### config.mk
export PLATFORM = sky130hd
export DESIGN_NAME = cpu_sequencer
export DESIGN_NICKNAME = d
export VERILOG_FILES = /design/src/rtl/cpu_sequencer.sv
export SDC_FILE = /design/constraint.sdc
export NUM_CORES = 1
export LEC_CHECK = 0
export ABC_AREA = 1
export CAP_MARGIN = 0
export CORE_ASPECT_RATIO = 0.9
export CORE_MARGIN = 5
export CORE_UTILIZATION = 64
export DETAILED_ROUTE_END_ITERATION = 16
export DONT_BUFFER_PORTS = 1
export PLACE_DENSITY_LB_ADDON = 0.3
export SLEW_MARGIN = 40
export SYNTH_ARGS = -nofsm -noshare
export SYNTH_HDL_FRONTEND = slang
export SYNTH_SLANG_ARGS = --single-unit
### constraint.sdc
create_clock -name clk -period 2.29 [get_ports clk]
set_input_delay 0.458 -clock clk [delete_from_list [all_inputs] [get_ports clk]]
set_output_delay 0.458 -clock clk [all_outputs]
set_load 0.01 [all_outputs]
### src/rtl/cpu_sequencer.sv
// Multi-cycle fetch/decode/execute sequencer: owns PC, IR, SP and the compare
// flags, arbitrates the single memory port and turns decoder levels into strobes.
module cpu_sequencer #(
  parameter int AW = 10,
  parameter int DW = 16,
  parameter logic [AW-1:0] SP_INIT  = 10'h3FF,
  parameter logic [AW-1:0] RESET_PC = 10'h000
) (
  input  logic          clk,
  input  logic          rst_n,
  input  logic          run,
  output logic [DW-1:0] ir,
  input  logic          dec_halt,
  input  logic          dec_jump,
  input  logic          dec_neg,
  input  logic          dec_zero,
  input  logic          dec_compare,
  input  logic          dec_stack,
  input  logic          dec_mem_read,
  input  logic          dec_mem_write,
  input  logic          dec_alu_enable,
  input  logic          dec_reg_load,
  input  logic          dec_constant,
  input  logic [AW-1:0] dec_dout,
  input  logic          alu_neg,
  input  logic          alu_zero,
  input  logic [DW-1:0] reg_x_data,
  input  logic [DW-1:0] reg_y_data,
  output logic          mem_req,
  output logic          mem_we,
  output logic [AW-1:0] mem_addr,
  output logic [DW-1:0] mem_wdata,
  input  logic [DW-1:0] mem_rdata,
  input  logic          mem_ack,
  output logic          reg_we,
  output logic          alu_go,
  output logic [DW-1:0] ld_data,
  output logic [AW-1:0] pc,
  output logic [AW-1:0] sp,
  output logic          flag_n,
  output logic          flag_z,
  output logic          stack_err,
  output logic          halted
);

  typedef enum logic [2:0] {IDLE, FETCH, DECODE, EXEC, MEM, WB, HALT} state_t;
  state_t state;

  logic          is_write;
  logic          is_push;
  logic          is_pop;
  logic          guard_fail;
  logic          take;
  logic [AW-1:0] jump_target;
  logic [AW-1:0] pc_inc;
  logic [AW-1:0] sp_up;
  logic [AW-1:0] sp_down;
  logic          unused_y_bits;

  // Decoder outputs are stable from DECODE through the end of the instruction,
  // so the same classification serves DECODE and MEM.
  always_comb begin
    is_write    = dec_mem_write;
    is_push     = dec_stack & dec_mem_write;
    is_pop      = dec_stack & dec_mem_read & ~dec_mem_write;
    guard_fail  = (is_push && (sp == '0)) || (is_pop && (sp == SP_INIT));
    take        = (~dec_neg & ~dec_zero) | (dec_neg & flag_n) | (dec_zero & flag_z);
    jump_target = dec_constant ? dec_dout : reg_x_data[AW-1:0];
    pc_inc      = pc + 1'b1;
    sp_up       = sp + 1'b1;
    sp_down     = sp - 1'b1;
  end

  assign unused_y_bits = ^reg_y_data[DW-1:AW];

  always_ff @(posedge clk or negedge rst_n) begin
    if (!rst_n) begin
      state     <= IDLE;
      pc        <= RESET_PC;
      sp        <= SP_INIT;
      ir        <= '0;
      flag_n    <= 1'b0;
      flag_z    <= 1'b0;
      ld_data   <= '0;
      stack_err <= 1'b0;
      mem_req   <= 1'b0;
      mem_we    <= 1'b0;
      mem_addr  <= '0;
      mem_wdata <= '0;
      reg_we    <= 1'b0;
      alu_go    <= 1'b0;
      halted    <= 1'b0;
    end else begin
      reg_we <= 1'b0;
      alu_go <= 1'b0;
      case (state)
        IDLE: begin
          if (run) begin
            state    <= FETCH;
            mem_req  <= 1'b1;
            mem_we   <= 1'b0;
            mem_addr <= pc;
          end
        end

        FETCH: begin
          if (mem_ack) begin
            ir      <= mem_rdata;
            pc      <= pc_inc;
            mem_req <= 1'b0;
            state   <= DECODE;
          end
        end

        DECODE: begin
          if (dec_halt) begin
            state  <= HALT;
            halted <= 1'b1;
          end else if (dec_jump) begin
            if (take) pc <= jump_target;
            if (run) begin
              state    <= FETCH;
              mem_req  <= 1'b1;
              mem_we   <= 1'b0;
              mem_addr <= take ? jump_target : pc;
            end else begin
              state <= IDLE;
            end
          end else if (dec_mem_read | dec_mem_write) begin
            // A failed stack guard enters MEM without raising a request.
            state     <= MEM;
            mem_req   <= ~guard_fail;
            mem_we    <= is_write & ~guard_fail;
            mem_addr  <= is_push ? sp : (is_pop ? sp_up : reg_y_data[AW-1:0]);
            mem_wdata <= reg_x_data;
          end else begin
            state  <= EXEC;
            alu_go <= dec_alu_enable;
            reg_we <= dec_reg_load;
          end
        end

        EXEC: begin
          if (dec_compare) begin
            flag_n <= alu_neg;
            flag_z <= alu_zero;
          end
          if (run) begin
            state    <= FETCH;
            mem_req  <= 1'b1;
            mem_we   <= 1'b0;
            mem_addr <= pc;
          end else begin
            state <= IDLE;
          end
        end

        MEM: begin
          if (guard_fail) begin
            stack_err <= 1'b1;
            halted    <= 1'b1;
            state     <= HALT;
          end else if (mem_ack) begin
            if (is_push)     sp <= sp_down;
            else if (is_pop) sp <= sp_up;
            if (is_write) begin
              if (run) begin
                state    <= FETCH;
                mem_req  <= 1'b1;
                mem_we   <= 1'b0;
                mem_addr <= pc;
              end else begin
                state   <= IDLE;
                mem_req <= 1'b0;
                mem_we  <= 1'b0;
              end
            end else begin
              ld_data <= mem_rdata;
              reg_we  <= 1'b1;
              mem_req <= 1'b0;
              mem_we  <= 1'b0;
              state   <= WB;
            end
          end
        end

        WB: begin
          if (run) begin
            state    <= FETCH;
            mem_req  <= 1'b1;
            mem_we   <= 1'b0;
            mem_addr <= pc;
          end else begin
            state <= IDLE;
          end
        end

        HALT: begin
          halted <= 1'b1;
        end

        default: begin
          state <= IDLE;
        end
      endcase
    end
  end

endmodule

==> metrics.md, run 1 <==
| Metric | Value |
|---|---|
| Total gr overflow | `0` |
| Synth cell types | `38` |
| GRT Total Usage | `0.272` |
| Starting Density | `0.659` |
| Vias in the first global route | `4428` |
| Setup Skew | `0.0119 ns` |
| Fmax | `0.491 GHz` |
| Area leader, netlist | `dfrtp_1` |
| H-tree levels | `3` |
| Final WL | `14.1 mm` |
| Post-cts sizing count | `0` |
| Area share of the largest cell type after synthesis | `0.370` |
| Status | `finished with violations` |
| I/O Buffers | `0` |
| Ports | `161` |
| Mapped cell area | `5340 µm²` |
| FFs w/ async S/R, synth | `1.00` |
| Die area | `10300 µm²` |
| CTS sink cnt | `89` |
| Clock root buffer | `clkbuf_8` |
| Fill cells | `700` |
| # DRC | `0` |
| CTS Buf Count | `9` |
| Antenna violations before repair | `1` |
| Sequential area share after synthesis | `0.419` |
| Max Cap Viol | `0` |
| Pwr dens | `1350 nW/µm²` |
| Synth cell count leaders | `nand2_1 (240), dfrtp_1 (79), nand3_1 (77)` |
| Yosys warnings | `0` |
| Max_slew headroom | `0.667` |
| Met3 usage | `0.101` |
| Final ANT Viol Nets | `0` |
| Final Hold Fails | `89` |
| Flops & latches, synth | `89` |
| Row Count | `31` |
| Worst-path fanout max | `18` |
| Fin. max-slew vios | `0` |
| Synth-to-Final Area Change | `4.36%` |
| Tmin final | `2.04 ns` |
| Endpoints failing setup | `0` |
| GPL Wtd Cong | `0.907` |
| Vias | `4813` |
| Fin area | `5570 µm²` |
| Syn_nets | `810` |
| Most instantiated library cell after synthesis | `nand2_1` |
| Core area | `8110 µm²` |
| Post-CTS Setup Inserts | `0` |
| Vert. Die Dim | `96.7 µm` |
| Syn avg cell area | `7.31 µm²` |
| Longest Clk Path Bufs | `2` |
| RSZ-0062 raised after global routing | `false` |
| Post-DP Area | `5390 µm²` |
| Ranking of synthesized cells by area | `dfrtp_1 (37%), nand2_1 (17%), nand3_1 (7.2%), o21ai_0 (6.3%), dfstp_2 (4.9%)` |
| Routed wire per std cell | `17.0 µm` |
| Clock transition at the registers of the reported paths | `0.10 ns` |
| Multi-input logic area | `2640 µm²` |
| Skew-Pair Late Insertion Delay | `0.36 ns` |
| Met2 GRT Util | `0.419` |
| WS Path Type | `flop to flop` |
| First-pass DRT Iterations | `5` |
| Critical Path Source Type | `flop` |
| First-pass GRT wire length | `22.7 mm` |
| CTS tree | `yes` |
| Main flop type after synthesis | `dfrtp_1` |
| Reg area | `2240 µm²` |
| Final hold slack | `-0.226 ns` |
| Mapped Cells | `731` |
| EDFF count, synth | `0` |
| Worst-Margin Slew | `0.497 ns` |
| Placed wire-length estimate | `10.6 mm` |
| Peak VDD IR | `0.697 mV` |
| Starting DRT DRC Count | `375` |
| WP data required | `2.58 ns` |
| Pin count of the biggest net entering global routing | `90` |
| Leak | `2.87 nW` |
| Die span in x | `106 µm` |
| CP Capture Type | `flop` |
| TNS Setup | `0 ns` |
| GRT busiest layer | `met2` |
| Final period utilization | `0.889` |
| Critical path data arrival time | `2.33 ns` |
| Share of layout cells above drive strength 1 | `0.121` |
| Final net count | `802` |
| HP Class | `primary input to async pin` |
| Routing usage on met1 | `0.371` |
| Failing checks | `negative hold slack` |
| Via density | `5.81` |
[kinds of logic after synthesis]
family,share of synthesized area
AO/OA/AOI/OAI,0.122
XOR/XNOR,0.00984
AND/OR/NAND/NOR,0.327
flip-flops,0.419
adder cells (fa/ha/maj),0.00937
buffers and inverters,0.0869
multiplexers,0.0253
[per-stage QoR]
stage               cells   util  setup WS [ns]  total power, mW  hold slack, ns
CTS                   827  0.687          0.273             7.54          -0.238
detailed placement    811  0.664          0.295             6.49           0.164
floorplan             731      -          0.535             5.72           0.162
finish                828  0.688          0.253             7.54          -0.226
global route          828  0.688         0.0575             8.13          -0.259
global placement      811  0.664          0.333             6.31           0.165
[worst paths after layout]
kind,end,startpoint,slack (ns),cells past startpoint
hold / removal,flag_n,rst_n,-0.23,0
setup reg to reg,sp[1],sp[0],0.25,12
setup / recovery,sp[1],sp[0],0.25,12
min in group clk,alu_go,dec_alu_enable,0.20,2
max in group asynchronous,sp[5],rst_n,2.27,0
hold reg to reg,sp[7],sp[7],0.53,2
[critical path, stage by stage, from the launching register on]
cell	delay (ns)
dfstp_2	0.62
inv_1	0.14
ha_1	0.21
nand2_1	0.08
nor2_1	0.04
nand3_1	0.09
nand2_2	0.09
inv_2	0.10
nand2_4	0.07
nor2_8	0.28
inv_1	0.10
nand2_1	0.08
nand2_1	0.05
[registers in the layout (all words and copies together) (netlist names)]
register / cells
alu_go: 1
flag_n: 1
flag_z: 1
halted: 1
ir: 16
ld_data: 16
mem_addr: 10
mem_req: 1
mem_wdata: 16
mem_we: 1
pc: 10
reg_we: 1
sp: 10
stack_err: 1
state: 3
[per-layer routing]
layer | wire length (µm) | part of all wire | up-vias
li1 | - | - | 2330
met1 | 5800 | 0.41 | 2208
met2 | 6540 | 0.46 | 267
met3 | 1660 | 0.12 | 8
met4 | 103 | 0.0073 | 0
met5 | 0 | 0 | -
[cell usage in the layout, fill, tap and decap left out, types with 3 or more instances in the layout]
master	count
nand3_1	77
o211ai_1	3
nor2_4	5
nand2_1	240
inv_1	69
o21ai_2	7
dfrtp_1	79
buf_4	9
nor2_2	3
clkbuf_8	9
o21ai_0	67
mux2_2	4
o21ai_1	18
nor2_1	45
ha_1	4
nor3_1	3
a31oi_1	3
inv_8	3
xor2_1	6
inv_2	9
mux2_4	6
or2_2	3
nand3_2	5
dfstp_2	10
nand2_2	3
a21oi_1	19
[area by class of cell]
type,instances,area share
clock buffers,9,0.0222
multi-input cells,534,0.473
clock inverters,7,0.0112
well taps,99,0.0222
repair buffers,10,0.0157
flip-flops and latches,89,0.402
inverters,79,0.0532
diodes,1,0.000449
[report_power, final]
| group | switching [mW] | total (mW) | leakage, nW | internal [mW] |
|---|---|---|---|---|
| Combinational | 1.95 | 3.09 | 1.69 | 1.14 |
| Clock | 0.615 | 1.03 | 0.0916 | 0.419 |
| Sequential | 1.07 | 3.41 | 1.09 | 2.34 |
| Total | 3.63 | 7.54 | 2.87 | 3.90 |
(Power assumes the default switching activity.)
==> run 2, diff against run 1 <==
--- a/config.mk
+++ b/config.mk
@@ -6,6 +6,7 @@
 export NUM_CORES = 1
 export LEC_CHECK = 0
 export ABC_AREA = 1
+export ABC_CLOCK_PERIOD_IN_PS = 2290
 export CAP_MARGIN = 0
 export CORE_ASPECT_RATIO = 0.9
 export CORE_MARGIN = 5
==> results of run 2 <==
The final DEF is identical to that of run 1; final timing and power are the same.
==> run 3, diff against run 2 <==
--- a/config.mk
+++ b/config.mk
@@ -5,11 +5,10 @@
 export SDC_FILE = /design/constraint.sdc
 export NUM_CORES = 1
 export LEC_CHECK = 0
-export ABC_AREA = 1
 export ABC_CLOCK_PERIOD_IN_PS = 2290
 export CAP_MARGIN = 0
 export CORE_ASPECT_RATIO = 0.9
-export CORE_MARGIN = 5
+export CORE_MARGIN = 3
 export CORE_UTILIZATION = 64
 export DETAILED_ROUTE_END_ITERATION = 16
 export DONT_BUFFER_PORTS = 1
==> run 3 against run 2 <==
The flow finishes with violations (negative hold slack, negative setup slack); clock skew rose by 0.0014 ns; fmax down 11%; final area up 7.1%; utilization grew 8.5 points; worst setup slack got worse by 0.26 ns; critical path type unchanged.
==> metrics.md, run 3 <==
| Metric | Value |
|---|---|
| Final ANT Viol Nets | `0 (unchanged)` |
| Reg2reg start | `sp[1]` |
| Skew-Pair Late Insertion Delay | `0.36 ns (about the same)` |
| Via density | `6.85 (+18%)` |
| Placed wire-length estimate | `9.99 mm (-5.9%)` |
| Core area | `7730 µm² (-4.6%)` |
| Max_slew headroom | `0.653 (-0.0140)` |
| CTS tree | `yes` |
| Yosys warnings | `0 (unchanged)` |
| Pin count of the biggest net entering global routing | `90 (unchanged)` |
| GPL Wtd Cong | `0.924 (+1.9%)` |
| Vert. Die Dim | `91.6 µm (-5.2%)` |
| First-pass GRT wire length | `22.1 mm (-2.7%)` |
| Clock root buffer | `clkbuf_8` |
| WS Path Type | `flop to flop` |
| Final period utilization | `1.00 (+0.112)` |
| R2R cell count | `9 (-3)` |
| Ports | `161 (unchanged)` |
| GRT Total Usage | `0.297 (+0.0249)` |
| Area leader, netlist | `dfrtp_1` |
| Main flop type after synthesis | `dfrtp_1` |
| Row Count | `30 (-3.2%)` |
| Number of diodes | `0 (-1)` |
| Critical Path Source Type | `flop` |
| Fin. max-slew vios | `0 (unchanged)` |
| Biggest regs | `ir: 16 flops, ld_data: 16 flops, mem_wdata: 16 flops` |
| Final Hold Fails | `89 (unchanged)` |
| Vias in the first global route | `4399 (-0.65%)` |
| Status | `finished with violations` |
| Starting Density | `0.674 (+0.0152)` |
| Mapped cell area | `5210 µm² (-2.4%)` |
| Post-DP Area | `5500 µm² (+2.1%)` |
| Most common cell after layout, fill and taps aside | `dfrtp_1` |
| CTS Buf Count | `9 (unchanged)` |
| Setup Skew | `0.0133 ns (+0.00142 ns)` |
| Leak | `2.51 nW (-13%)` |
| TNS Setup | `-0.00442 ns (-0.00442 ns)` |
| Sequential area share after synthesis | `0.430 (+0.0104)` |
| First-pass DRT Iterations | `5 (unchanged)` |
| WP data required | `2.54 ns (-0.04 ns)` |
| Longest Clk Path Bufs | `2 (unchanged)` |
| Total gr overflow | `0 (unchanged)` |
| Die area | `9270 µm² (-9.8%)` |
| I/O Buffers | `0 (unchanged)` |
| Routed wire per std cell | `22.2 µm (+31%)` |
| CTS sink cnt | `89 (unchanged)` |
| Failing checks | `negative hold slack, negative setup slack` |
| Final hold slack | `-0.215 ns (+0.0112 ns)` |
| Worst-path fanout max | `3 (-15)` |
| Synth-to-Final Area Change | `14.5%` |
| # DRC | `0 (unchanged)` |
| Pwr dens | `1350 nW/µm² (-0.13%)` |
| Syn avg cell area | `10.6 µm² (+44%)` |
| Worst setup endpoint | `mem_addr[6]` |
| Antenna violations before repair | `0 (-1)` |
| Peak VDD IR | `0.821 mV (+18%)` |
| Critical path data arrival time | `2.54 ns (+0.21 ns)` |
| Vias | `4347 (-9.7%)` |
| Overall Power | `8.06 mW (+7.0%)` |
| Starting DRT DRC Count | `449 (+20%)` |
| Final net count | `613 (-24%)` |
| Synth cell count leaders | `dfrtp_1 (79), mux2_2 (44), nor2_1 (43)` |
| FFs w/ async S/R, synth | `1.00 (unchanged)` |
| CP Capture Type | `flop` |
| Fin area | `5970 µm² (+7.1%)` |
| R2R Path End | `mem_addr[6]` |
| EDFF count, synth | `0 (unchanged)` |
| R2R Setup Slk | `-0.004 ns (-0.26 ns)` |
| Tmin final | `2.29 ns (+0.257 ns)` |
| Worst Setup SP | `sp[1]` |
| Commonest cells after routing, fill and taps aside | `dfrtp_1 (79), buf_4 (55), mux2_2 (44)` |
| Mapped Cells | `494 (-32%)` |
| RSZ-0062 raised after global routing | `true` |
| PnR worst setup slack | `-0.00442 ns (-0.257 ns)` |
| Flops & latches, synth | `89 (unchanged)` |
| Clock transition at the registers of the reported paths | `0.10 ns (about the same)` |
| Fill cells | `498 (-29%)` |
| Share of layout cells above drive strength 1 | `0.347 (+0.226)` |
| Worst-Margin Slew | `0.520 ns (+0.0227 ns)` |
| Area share of the largest cell type after synthesis | `0.379 (+0.00915)` |
| Endpoints failing setup | `1 (+1)` |
| Fmax | `0.436 GHz (-11%)` |
| Syn_nets | `573 (-29%)` |
| Ranking of synthesized cells by area | `dfrtp_1 (38%), mux2_2 (9.5%), mux2_4 (5.2%), dfstp_2 (5.0%), nor2_1 (3.1%)` |
| HP Class | `primary input to async pin` |
| Synth cell types | `73 (+92%)` |
| H-tree levels | `3 (unchanged)` |
| Max Cap Viol | `0 (unchanged)` |
| Most instantiated library cell after synthesis | `dfrtp_1` |
| Die span in x | `101 µm (-4.9%)` |
| Final WL | `14.1 mm (about the same)` |
==> run 3: logic make-up after synthesis <==
logic type                 after synthesis  synth area share
and+or+nand+nor                        141             0.151
AOI/OAI and AO/OA                      130             0.166
DFF                                     89             0.430
muxes                                   73             0.168
buffers and inverters                   42            0.0504
xor gates and xnor gates                15            0.0252
adders and majority gates                4           0.00960
==> run 3: per-stage QoR <==
stage	hold WS (ns)	worst slack, ns	util	std cells
final	-0.215	-0.00442	0.772	635
after global routing	-0.246	-0.0361	0.772	635
after CTS	-0.232	-0.00325	0.742	622
after detailed placement	0.166	-0.0233	0.711	605
after global placement	0.166	-0.0000770	0.711	605
after floorplan	0.162	0.00991	-	494
==> run 3: how the worst min path moves through the flow <==
stage	startpoint	endpoint	slack [ns]
2_1_floorplan	rst_n	alu_go	0.16
3_3_place_gp	rst_n	mem_addr[3]	0.17
3_5_place_dp	rst_n	mem_addr[3]	0.17
4_1_cts	rst_n	ir[6]	-0.23
5_1_grt	rst_n	ir[13]	-0.25
6_report	rst_n	ir[14]	-0.21
==> run 3: cell type report <==
cell class              count  area (µm²)  area share
clock buffers              10         128      0.0214
multi-input cells         363        2840       0.476
clock inverters             6        81.3      0.0136
repair buffers             61         520      0.0872
inverters                  10        37.5     0.00629
well taps                  96         120      0.0201
flip-flops and latches     89        2240       0.375
==> run 3: report_power, final <==
| group | internal (mW) | total [mW] | switching [mW] |
|---|---|---|---|
| clock | 0.530 | 1.14 | 0.609 |
| sequential | 2.29 | 3.27 | 0.982 |
| combinational | 1.92 | 3.65 | 1.74 |
| total | 4.74 | 8.06 | 3.33 |
==> run 3: critical path: stages, from the launching register on <==
cell	delay [ns]
dfstp_2	0.56
buf_4	0.12
ha_4	0.15
buf_4	0.12
and3_2	0.20
and3_4	0.23
xnor2_4	0.13
a2111oi_4	0.10
a221o_2	0.33
mux2_4	0.25
==> run 3: layer usage <==
layer / wire (µm) / up-vias / GRT usage
met1: 5130 / 2096 / 0.372
li1: - / 1910 / -
met4: 357 / 0 / 0.126
met3: 1770 / 40 / 0.0897
met5: 0 / - / 0
met2: 6870 / 301 / 0.473
==> run 3: what timing repair did <==
action,CTS,global route
buffers inserted,1,14
endpoints found under the setup margin,9,16
pin swaps,0,9
endpoints found under the hold margin,89,89
resized for setup,4,20
gates cloned,0,1
==> patch: new RTL, settings of run 2 <==
Change the parameter `DW` from 16 to 14.
--- a/src/rtl/cpu_sequencer.sv
+++ b/src/rtl/cpu_sequencer.sv
@@ -2,7 +2,7 @@
 // flags, arbitrates the single memory port and turns decoder levels into strobes.
 module cpu_sequencer #(
   parameter int AW = 10,
-  parameter int DW = 16,
+  parameter int DW = 14,
   parameter logic [AW-1:0] SP_INIT  = 10'h3FF,
   parameter logic [AW-1:0] RESET_PC = 10'h000
 ) (
Ports: changed (6 resized); port bits go from 161 to 149. No check against the original RTL was run, so the function may have changed too.
==> patch against run 2 <==
- the flow still finishes with violations (negative hold slack)
- design area shrank 4.6%
- non-clock buffer count is 5 higher
- area after synthesis fell by 6.7%
- power shrank 5.7%
- sequential cell count shrank 6
- first-iteration DRC count rose by 7.5%
- worst hold slack better by 0.014 ns
- largest power group unchanged
- setup slack worse by 0.037 ns
- synthesized cell count decreased by 5.6%
- fmax down 1.8%
- global-route usage grew 0.91 points
- routed wire length decreased by 6.5%
==> patch: results <==
set metrics [dict create \
    ys_top_cells_by_area "sky130_fd_sc_hd__dfrtp_1, sky130_fd_sc_hd__nand2_1, sky130_fd_sc_hd__nand3_1, sky130_fd_sc_hd__o21ai_0, sky130_fd_sc_hd__dfstp_2" \
    synthArstFlopShare 1.000 \
    insertion_delay_ns 0.36 \
    postLayoutSetupSlackWorst_ns 0.2158 \
    cellLeakagePower_nw 2.690 \
    met3WireLength_mm 1.602 \
    drive_gt1_frac 0.1146 \
    ys_dominant_reg_cell "sky130_fd_sc_hd__dfrtp_1" \
    violated_checks "negative hold slack" \
    finalHoldViolations 80 \
    met2RoutedLength_mm 6.218 \
    postRouteWirelength_mm 13.19 \
    cp_max_fo 11 \
    internal_power_mw 3.781 \
    share_of_the_synthesized_area_in_compound_gates_ao_oa_aoi_oai 0.1051 \
    run_status "finished, violations left" \
    global_route.usage.met2 0.4338 \
    synth-xor-area-share 0.008783 \
    synthesis.nets 763 \
    timing.critical_path.slowest_cell_delay_ns 0.44 \
    grt_first_pass_wirelength_mm 21.50 \
    globalRouteTotalUtil 0.2808 \
    ys_types 34 \
    route.vias.total 4684 \
    holdWs_ns -0.2113 \
    reg2regPathDepth 7 \
    worstMarginPinSlew_ns 0.5729 \
    seq_power_share 0.438 \
    global_route_met1_utilization 0.3700 \
    grt_max_degree 84 \
    place.detailed.hpwl_mm 9.753 \
    antenna_found_initial 0 \
    gp_congestion 0.9137 \
    cp-endpoint "pc[7]" \
    pre_cts_ws_ns 0.07481 \
    synth-seq-area-share 0.4191 \
    peakVddDrop_uv 626.9 \
    dr_iter_0_viols 403 \
    synth_adder_area_share 0.01004 \
    synth_common_cells "sky130_fd_sc_hd__nand2_1, sky130_fd_sc_hd__nand3_1, sky130_fd_sc_hd__dfrtp_1, sky130_fd_sc_hd__o21ai_0, sky130_fd_sc_hd__inv_1" \
    grt_pass1_vias 4477 \
    insertedDiodeCount 0 \
    met3_usage 0.08760 \
    worstSetupStartpoint "flag_n" \
    synth_mux_area_frac 0.04517 \
    wl_met1_mm 5.048 \
]
patch: cell count changes in the layout (fill, tap and decap cells not counted), sizes merged, moves of 10 or more:
cell / delta
nand2: -25
o21ai: -21
inv: -14
mux2: +10
patch: stage by stage:
step / hold WS [ns] / area, sq um / total power [mW] / instances
after floorplan: 0.1624 / 4986 / 5.171 / 690
after detailed placement: 0.1650 / 5104 / 5.965 / 777
final: -0.2113 / 5319 / 7.105 / 794
after global routing: -0.2370 / 5319 / 7.729 / 794
after global placement: 0.1648 / 5104 / 5.851 / 777
after CTS: -0.2223 / 5304 / 7.081 / 793
patch: layout make-up:
type | instances | area, sq um
Clock inverter | 6 | 72.57
Sequential cell | 83 | 2090
Tap cell | 96 | 120.1
Inverter | 65 | 244.0
Fill cell | 615 | 2263
Timing Repair Buffer | 15 | 125.1
Clock buffer | 10 | 127.6
Multi-Input combinational cell | 519 | 2540
